[config.mk]
export PLATFORM = sky130hd
export DESIGN_NAME = ps2_key_decoder
export DESIGN_NICKNAME = d
export VERILOG_FILES = /design/src/rtl/ps2_pkg.sv /design/src/rtl/ps2_rx.sv /design/src/rtl/ps2_key_decoder.sv
export SDC_FILE = /design/constraint.sdc
export NUM_CORES = 1
export LEC_CHECK = 0
export ABC_AREA = 1
export BUFFER_PORTS_ARGS = -buffer_cell sky130_fd_sc_hd__clkbuf_2
export CAP_MARGIN = 20
export CORE_MARGIN = 3
export CORE_UTILIZATION = 35
export DETAILED_ROUTE_END_ITERATION = 10
export GPL_ROUTABILITY_DRIVEN = 0
export HOLD_SLACK_MARGIN = 0.08
export MAX_ROUTING_LAYER = met4
export PLACE_DENSITY = 0.55
export SKIP_LAST_GASP = 1
export SYNTH_ARGS = -nofsm -noshare
export SYNTH_HDL_FRONTEND = slang
export SYNTH_HIERARCHICAL = 1
export SYNTH_SLANG_ARGS = --single-unit
[constraint.sdc]
create_clock -name clk -period 2.1 [get_ports clk]
set_input_delay 0.105 -clock clk [delete_from_list [all_inputs] [get_ports clk]]
set_output_delay 0.105 -clock clk [all_outputs]
set_load 0.05 [all_outputs]
[src/rtl/ps2_pkg.sv]
// Shared PS/2 scan codes, key bitmap indices, receiver states and the scan-code to key lookup.
// Purely declarative: no latency, no backpressure.
package ps2_pkg;

  localparam logic [7:0] SC_EXT   = 8'hE0;
  localparam logic [7:0] SC_BRK   = 8'hF0;
  localparam logic [7:0] SC_A     = 8'h1C;
  localparam logic [7:0] SC_D     = 8'h23;
  localparam logic [7:0] SC_W     = 8'h1D;
  localparam logic [7:0] SC_SPACE = 8'h29;
  localparam logic [7:0] SC_LEFT  = 8'h6B;
  localparam logic [7:0] SC_RIGHT = 8'h74;
  localparam logic [7:0] SC_UP    = 8'h75;

  localparam logic [1:0] KEY_LEFT   = 2'd0;
  localparam logic [1:0] KEY_RIGHT  = 2'd1;
  localparam logic [1:0] KEY_UP     = 2'd2;
  localparam logic [1:0] KEY_ACTION = 2'd3;

  typedef enum logic [1:0] {
    RX_IDLE,
    RX_DATA,
    RX_PARITY,
    RX_STOP
  } rx_state_e;

  typedef struct packed {
    logic       hit;
    logic [1:0] idx;
  } key_hit_t;

  // Extended and plain codes that alias the same game key map to one bit.
  function automatic key_hit_t key_lookup(input logic ext, input logic [7:0] code);
    key_hit_t r;
    r.hit = 1'b1;
    r.idx = KEY_LEFT;
    case ({ext, code})
      {1'b0, SC_A},     {1'b1, SC_LEFT}:  r.idx = KEY_LEFT;
      {1'b0, SC_D},     {1'b1, SC_RIGHT}: r.idx = KEY_RIGHT;
      {1'b0, SC_W},     {1'b1, SC_UP}:    r.idx = KEY_UP;
      {1'b0, SC_SPACE}:                   r.idx = KEY_ACTION;
      default:                            r.hit = 1'b0;
    endcase
    return r;
  endfunction

endpackage

[src/rtl/ps2_rx.sv]
// PS/2 frame receiver: pad sync, falling-edge detect, 11-bit frame FSM with mid-frame timeout.
// Result/error registered 1 clk after the stop-bit edge cycle; no backpressure (pulses are not held).
module ps2_rx #(
  parameter int TIMEOUT_CYC = 65000
) (
  input  logic       clk_i,
  input  logic       rst_i,
  input  logic       ps2_clk_i,
  input  logic       ps2_dat_i,
  output logic       byte_vld_o,
  output logic [7:0] byte_dat_o,
  output logic       frame_err_o
);
  import ps2_pkg::*;

  localparam int            TW       = $clog2(TIMEOUT_CYC + 1);
  localparam logic [TW-1:0] TMO_LAST = TW'(TIMEOUT_CYC - 1);

  logic [1:0]    clk_sync_q;
  logic [1:0]    dat_sync_q;
  logic          clk_prev_q;
  logic          fall;
  logic          dat;

  rx_state_e     state_q, state_d;
  logic [2:0]    bit_cnt_q, bit_cnt_d;
  logic [7:0]    shift_q, shift_d;
  logic          parity_q, parity_d;
  logic [TW-1:0] tmo_q, tmo_d;
  logic          vld_q, vld_d;
  logic [7:0]    dat_q, dat_d;
  logic          err_q, err_d;

  // Sync flops reset to the idle-high bus level so reset release never fakes an edge.
  always_ff @(posedge clk_i) begin
    if (rst_i) begin
      clk_sync_q <= 2'b11;
      dat_sync_q <= 2'b11;
      clk_prev_q <= 1'b1;
    end else begin
      clk_sync_q <= {clk_sync_q[0], ps2_clk_i};
      dat_sync_q <= {dat_sync_q[0], ps2_dat_i};
      clk_prev_q <= clk_sync_q[1];
    end
  end

  assign fall = clk_prev_q & ~clk_sync_q[1];
  assign dat  = dat_sync_q[1];

  always_ff @(posedge clk_i) begin
    if (rst_i) begin
      state_q   <= RX_IDLE;
      bit_cnt_q <= 3'd0;
      shift_q   <= 8'h00;
      parity_q  <= 1'b0;
      tmo_q     <= '0;
      vld_q     <= 1'b0;
      dat_q     <= 8'h00;
      err_q     <= 1'b0;
    end else begin
      state_q   <= state_d;
      bit_cnt_q <= bit_cnt_d;
      shift_q   <= shift_d;
      parity_q  <= parity_d;
      tmo_q     <= tmo_d;
      vld_q     <= vld_d;
      dat_q     <= dat_d;
      err_q     <= err_d;
    end
  end

  always_comb begin
    state_d   = state_q;
    bit_cnt_d = bit_cnt_q;
    shift_d   = shift_q;
    parity_d  = parity_q;
    vld_d     = 1'b0;
    dat_d     = dat_q;
    err_d     = 1'b0;
    tmo_d     = (state_q == RX_IDLE || fall) ? '0 : tmo_q + TW'(1);

    case (state_q)
      RX_IDLE: begin
        if (fall && !dat) begin
          state_d   = RX_DATA;
          bit_cnt_d = 3'd0;
        end
      end
      RX_DATA: begin
        if (fall) begin
          shift_d   = {dat, shift_q[7:1]};
          bit_cnt_d = bit_cnt_q + 3'd1;
          if (bit_cnt_q == 3'd7) state_d = RX_PARITY;
        end
      end
      RX_PARITY: begin
        if (fall) begin
          parity_d = dat;
          state_d  = RX_STOP;
        end
      end
      RX_STOP: begin
        if (fall) begin
          state_d = RX_IDLE;
          if (dat && ^{shift_q, parity_q}) begin
            vld_d = 1'b1;
            dat_d = shift_q;
          end else begin
            err_d = 1'b1;
          end
        end
      end
      default: state_d = RX_IDLE;
    endcase

    // A keyboard that stops clocking mid-frame abandons the partial byte.
    if (state_q != RX_IDLE && !fall && tmo_d == TMO_LAST) begin
      state_d = RX_IDLE;
      err_d   = 1'b1;
      vld_d   = 1'b0;
    end
  end

  assign byte_vld_o  = vld_q;
  assign byte_dat_o  = dat_q;
  assign frame_err_o = err_q;

endmodule

[src/rtl/ps2_key_decoder.sv]
// PS/2 keyboard front end: receives frames, tracks E0/F0 prefixes and keeps the held-key bitmap.
// key updates 1 clk after byte_valid; no backpressure, every received byte is decoded.
module ps2_key_decoder #(
  parameter int TIMEOUT_CYC = 65000
) (
  input  logic       clk,
  input  logic       rst,
  input  logic       ps2_clk,
  input  logic       ps2_data,
  output logic [3:0] key,
  output logic       byte_valid,
  output logic [7:0] byte_data,
  output logic       frame_err
);
  import ps2_pkg::*;

  logic       rx_vld;
  logic [7:0] rx_dat;
  logic       rx_err;

  logic       ext_q, ext_d;
  logic       brk_q, brk_d;
  logic [3:0] key_q, key_d;
  key_hit_t   hit;

  ps2_rx #(
    .TIMEOUT_CYC (TIMEOUT_CYC)
  ) u_rx (
    .clk_i       (clk),
    .rst_i       (rst),
    .ps2_clk_i   (ps2_clk),
    .ps2_dat_i   (ps2_data),
    .byte_vld_o  (rx_vld),
    .byte_dat_o  (rx_dat),
    .frame_err_o (rx_err)
  );

  always_ff @(posedge clk) begin
    if (rst) begin
      ext_q <= 1'b0;
      brk_q <= 1'b0;
      key_q <= 4'b0000;
    end else begin
      ext_q <= ext_d;
      brk_q <= brk_d;
      key_q <= key_d;
    end
  end

  always_comb begin
    ext_d = ext_q;
    brk_d = brk_q;
    key_d = key_q;
    hit   = key_lookup(ext_q, rx_dat);

    // A damaged frame may have been a prefix, so forget any pending prefix state.
    if (rx_err) begin
      ext_d = 1'b0;
      brk_d = 1'b0;
    end else if (rx_vld) begin
      if (rx_dat == SC_EXT) begin
        ext_d = 1'b1;
      end else if (rx_dat == SC_BRK) begin
        brk_d = 1'b1;
      end else begin
        if (hit.hit) key_d[hit.idx] = ~brk_q;
        ext_d = 1'b0;
        brk_d = 1'b0;
      end
    end
  end

  assign key        = key_q;
  assign byte_valid = rx_vld;
  assign byte_data  = rx_dat;
  assign frame_err  = rx_err;

endmodule
### After elaboration in Yosys (flattened, before gate mapping)

Index checks and enable logic that the tools add are counted.

| cells by class | value |
|---|---|
| magnitude comparators | 2 |
| add/sub/neg operators | 2 |
| mux-type cells | 23 |
| reduce and logical (&&, ||, !) cells | 26 |
| bitwise gates (word level) | 8 |
| eq/ne operators | 20 |

Operator list:

| kind | number |
|---|---|
| $eq A9 B9 Y1 const B | 3 |
| $eq A9 B5 Y1 const B | 2 |
| $eq A9 B6 Y1 const B | 2 |
| $add A16 B1 Y16 const B | 1 |
| $eq A16 B16 Y1 const B | 1 |
| $eq A8 B8 Y1 const B | 2 |
| $mux W16 | 1 |
| $mux W1 | 10 |
| $mux W2 | 5 |
| $reduce_and A5 Y1 | 2 |
| $reduce_xor A9 Y1 | 1 |
| $ne A2 B1 Y1 const B | 4 |
| $pmux W2 S4 | 1 |
| $reduce_and A2 Y1 | 4 |
| $reduce_or A2 Y1 | 4 |
| $not A1 Y1 | 7 |
| $reduce_or A7 Y1 | 1 |
| $mux W3 | 2 |
| $pmux W2 S3 | 1 |
| $pmux W3 S2 | 1 |
| $reduce_and A3 Y1 | 2 |
| $logic_and A1 B1 Y1 | 5 |
| $bwmux W4 | 1 |
| $eq A2 B2 Y1 const B | 2 |
| other kinds (13) | 16 |

| word-level totals | value |
|---|---|
| register bits | 51 |
| logic and storage cells | 95 |

### Logic depth before layout (Yosys ltp)

| depth | value |
|---|---|
| depth in word-level cells | 8 |
| gate-level depth with buffers | 13 |
| depth with buffers taken out | 13 |

### Hierarchy

Netlist, hierarchy kept.

By module, submodules not included:

| module | area each (sq um) | instances | seq. area each (sq um) | cells each |
|---|---|---|---|---|
| ps2_rx | 2,218.4 | 1 | 900.9 | 331 |
| ps2_key_decoder | 554.3 | 1 | 120.1 | 98 |

### Worst setup path before layout

OpenSTA, ideal clock, no wires.

| path | value |
|---|---|
| path type | register -> register |
| start point | register u_rx.dat_q[2], in the netlist u_rx/byte_dat_o[2] |
| end point | register key_q[1], in the netlist key[1] |
| required time | 1,983 ps |
| period minus slack after synthesis | 1,613 ps |
| path slack | 487 ps |
| arrival | 1,496 ps |
| library setup time | 117 ps |
| stages on the path, launching flop included | 10 |
| path through | dfxtp_1 > inv_1 > nand2_2 > nor2_2 > nand2_2 > nand3_4 > nor2_8 > nand2_1 > o21ai_1 > a21oi_1 |

| on the way | value |
|---|---|
| cells in the longest elaborated chain, start to end | 8 |

Ends and longest elaborated chain:

| element | line | RTL |
|---|---|---|
| start, declared | ps2_rx.sv:31 | `logic [7:0] dat_q, dat_d;` |
| start signal, assigned | ps2_rx.sv:67 | `dat_q <= dat_d;` |
| $eq A9 B5 Y1 (tied with other cells) | ps2_pkg.sv:37 | `case ({ext, code})` |
| $reduce_or A2 Y1 | ps2_pkg.sv:37 |  |
| $pmux W2 S3 | ps2_pkg.sv:37 |  |
| $lt A2 B3 Y1 (implied by the code) / $ge A2 B1 Y1 (equally long branches) | ps2_key_decoder.sv:66 | `if (hit.hit) key_d[hit.idx] = ~brk_q;` |
| $logic_and A1 B1 Y1 (implied by the code) | ps2_key_decoder.sv:66 |  |
| $mux W1 (implied by the code) | ps2_key_decoder.sv:66 |  |
| $demux W1 S2 | ps2_key_decoder.sv:66 |  |
| $bwmux W4 | ps2_key_decoder.sv:66 |  |
| end signal, assigned | ps2_key_decoder.sv:46 | `key_q <= key_d;` |
| end, declared | ps2_key_decoder.sv:23 | `logic [3:0] key_q, key_d;` |

Several ways; a longest one is shown, not always the timed one.
A chain may end at the register's enable or synchronous reset.

### Worst setup path after layout

| path | value |
|---|---|
| start point | register u_rx.state_q[1] |
| end point | register u_rx.vld_q, in the netlist u_rx/byte_vld_o |

| on the way | value |
|---|---|
| cells in the longest elaborated chain, start to end | 6 |

Ends and longest elaborated chain:

| element | line | RTL |
|---|---|---|
| start, declared | ps2_rx.sv:25 | `rx_state_e state_q, state_d;` |
| start signal, assigned | ps2_rx.sv:61 | `state_q <= state_d;` |
| $logic_not A2 Y1 | ps2_rx.sv:80 | `tmo_d = (state_q == RX_IDLE \|\| fall) ? '0 : tmo_q + TW'(1);` |
| $logic_or A1 B1 Y1 | ps2_rx.sv:80 |  |
| $mux W16 | ps2_rx.sv:80 |  |
| $eq A16 B16 Y1 | ps2_rx.sv:117 | `if (state_q != RX_IDLE && !fall && tmo_d == TMO_LAST) begin` |
| $logic_and A1 B1 Y1 | ps2_rx.sv:117 |  |
| $reduce_or A4 Y1 (no line) (*) | n/a |  |
| end signal, assigned | ps2_rx.sv:66 | `vld_q <= vld_d;` |
| end, declared | ps2_rx.sv:30 | `logic vld_q, vld_d;` |

Every way passes the cells marked *; elsewhere a longest branch is shown, timed or not.

==> impl_summary.md <==
Place
Summed over all nets, the half-perimeter wirelength after detailed placement is 4269 um. The count of buffers added on input and output ports is 17. The number of placed cells counting well taps is 539. Timing analysis after detailed placement gives a worst setup slack of 159.6 ps.

Yosys
The cell area after technology mapping is 2773 um^2. The count of warnings emitted by yosys is 6. The cell taking the most area after synthesis is dfxtp_1. In this run, distinct cell masters in the synthesized netlist total 28. Of the post-synthesis cell area, the dominant cell type holds 0.3682. In the post-synthesis netlist, the biggest area contributors are dfxtp_1 (37%), nand2_1 (15%), nor2_1 (11%). A synthesized cell averages 6.463 um^2. The synthesized instance count is 429.

For this run, the register share of the synthesized area comes to 0.3682. The register bit count reported by yosys is 51. The synthesized netlist net count is 440.

STA
The fmax is 0.5414 GHz. The transition time of the tightest slew-check pin is 446.8 ps. The minimum clock period is 1847 ps. Across all setup checks in the final design, the least slack found is 252.8 ps. In the final timing run, aggregate negative setup slack is 0 ps. Setup violations remaining at the end of the flow were counted as 0. Setup repair after global routing left no endpoint under its margin. Clock skew on the completed layout was measured at 4.746 ps. In this run the tightest slew margin relative to its limit is 0.7018.

In the finished design, the share of the clock period the worst path needs comes to 0.8796. The number of pins exceeding their max-slew limit in the final report is 0. The final count of hold timing violations is 0.

Setup path
For the worst setup path, the data required time is 2290 ps. For this design, the slowest cell found on the critical path is dfxtp_1. For the worst setup path, the data arrival time is 2040 ps. STA classifies the critical path startpoint as a flip-flop.

Across all register-to-register paths, the minimum setup slack is 250 ps. The signal on the critical path passes through inv_1 -> ha_1 -> inv_1 -> nand2_2 -> clkinvlp_4 -> nand3_1 -> nand2_1 -> nor2_1 -> nand3_1 -> nor2_1 -> nand2_1 -> nand2_1 -> nor2_1. Of all nets on the critical path, the largest fanout is 6. The kind of critical path is flip-flop to flip-flop. The worst register-to-register path has a depth of 13. For this run, the slowest stage of the critical path takes 340 ps.

The endpoint kind of the worst setup timing path is a flip-flop.

Route
The first routing iteration left 81 violations. The total detailed-routing wirelength is 5710 um. The routed via count divided by cell count is 4.596.

The final routed DRC violation total is 0. The detailed router placed 2537 vias in this run. Once detail routing completed, the nets flagged for antenna violations numbered 0. The first detailed-routing pass took 4 iterations.

After detailed routing, the average wire length per cell comes to 10.34 um.

Layout
The total number of nets in the final design is 463. The area added between synthesis and finish is 12.32%. The fraction of final layout cells sized beyond drive strength 1 is 0.1302. The library cell used most frequently in the layout, excluding fill and tap cells, is nand2_1.

The final-layout fill cell count is 800. The number of antenna repair diodes is 0. The final cell count without fillers is 552. In the layout the commonest cells are nand2_1 (113), nor2_1 (78), inv_1 (57).

Clock tree
The clock net in this run drives a total of 51 sinks. TritonCTS built the clock tree. The clock transition time at the flip-flop clock pins of the worst setup and hold paths is 90 ps. The number of buffers added by the clock tree synthesis step is 5. The clock reaches the later pin of the worst-skew pair after 290 ps. The number of H-tree levels is 2. The buffer type at the clock tree root is clkbuf_8. The maximum number of buffers from clock root to sink is 2.

GRT
The largest net degree at the start of global routing is 20. The first-pass GRT wire length is 10230 um. In the global route stage, overall resource usage came out at 0.1419.

The total congestion overflow after global routing is 0. The number of antenna violations at the first check in global routing is 0. The number of global-route vias before repair is 2449.

Floorplan
The die is 95.01 um wide. The die height is 95.01 um. The area of the die is 9026 um^2. The effective utilization at floorplan is 0.3704. The number of placement rows is 31.

The core area is 7486 um^2. Pin placement for this block handled 18 I/O pins.

Run status
The flow ran to the end, and the final reports show no timing, DRC or antenna violations.

Pwr
The worst-case IR drop observed on VDD is 0.3052 mV. The power density normalized to cell area is 581.4 nW/um^2. The static leakage is 1.288 nW.

Hold path
The cell depth of the worst min-delay path is 2. The worst hold path class is input pin to flip-flop.

Job
The number of max-capacitance violations reported is 0.
-- logic make-up after synthesis --
group,Yosys count,synth area share
xor+xnor,6,0.01896
flops,51,0.3682
fa+ha+maj,7,0.03159
simple gates,266,0.4255
compound gates,28,0.05235
buf+inv,71,0.1033
-- area by class of cell --
cell class | count | area [um^2] | area share
multi-input combinational | 307 | 1470 | 0.4721
clock buffer | 8 | 100.1 | 0.03214
timing repair buffer | 25 | 162.7 | 0.05223
sequential | 51 | 1021 | 0.3278
tap | 99 | 123.9 | 0.03978
inverter | 62 | 236.5 | 0.07593
-- per-layer routing --
layer  up-vias  global-route usage  part of all wire
li1       1364                   -                 -
met1      1122              0.1764              0.50
met2        46              0.2390              0.45
met3         5             0.02948             0.047
met4         0             0.02764            0.0060
met5         -                   -                 0
-- repair_timing --
action	4_1_cts	5_1_grt
setup buffers	0	3
hold buffers	2	0
setup endpoints to repair	0	4
gates resized for setup	0	3
hold endpoints to repair	2	0
-- critical path, delay by kind of cell (launching register included) --
family	cells	cell delay, ps
flip-flops	1	340
AND/OR/NAND/NOR	9	870
adder cells (fa/ha/maj)	1	180
buffers and inverters	3	340
-- final timing paths --
kind	start	to
max reg2reg	u_rx/state_q[1]	u_rx/byte_vld_o
min reg2reg	u_rx/clk_sync_q[0]	u_rx/clk_sync_q[1]
max	u_rx/state_q[1]	u_rx/byte_vld_o
min	rst	key[0]
-- cells in the mapped netlist --
master	n
nor3_1	4
buf_2	1
or2_2	4
dfxtp_1	51
nand3b_1	3
clkbuf_1	5
o21ai_0	7
buf_6	2
nand3_4	2
nor2_8	1
ha_1	7
a211oi_1	1
xor2_1	3
o211ai_1	1
nand2_1	114
nand2_2	7
nand3_2	1
nand4_1	7
o21ai_1	1
inv_1	58
inv_2	4
buf_4	1
nor2_4	1
nand3_1	38
nor2_1	78
a21oi_1	18
xnor2_1	3
nor2_2	6
-- power breakdown --
part           switching [mW]  total (mW)  internal, mW
sequential             0.0119       0.995         0.983
clock                   0.313       0.615         0.301
combinational           0.126       0.201        0.0748
-- sequential cells by signal, indices dropped and copies added (netlist names) --
| name | count |
|---|---|
| ext_q | 1 |
| u_rx/byte_vld_o | 1 |
| u_rx/byte_dat_o | 8 |
| u_rx/shift_q | 8 |
| key | 4 |
| u_rx/clk_sync_q | 2 |
| u_rx/bit_cnt_q | 3 |
| u_rx/tmo_q | 16 |
| u_rx/frame_err_o | 1 |
| u_rx/dat_sync_q | 2 |
| brk_q | 1 |
| u_rx/state_q | 2 |
| u_rx/clk_prev_q | 1 |
| u_rx/parity_q | 1 |
-- metrics by stage --
step	hold WS, ps	util	power, mW	instance area (um^2)
6_report	268.5	0.4160	1.811	3114
5_1_grt	282.9	0.4160	1.909	3114
4_1_cts	268.9	0.4102	1.812	3070
3_5_place_dp	290.9	0.3941	1.185	2950
3_3_place_gp	290.9	0.3941	1.181	2950
2_1_floorplan	174.1	-	1.148	2773
(Power assumes the default switching activity.)
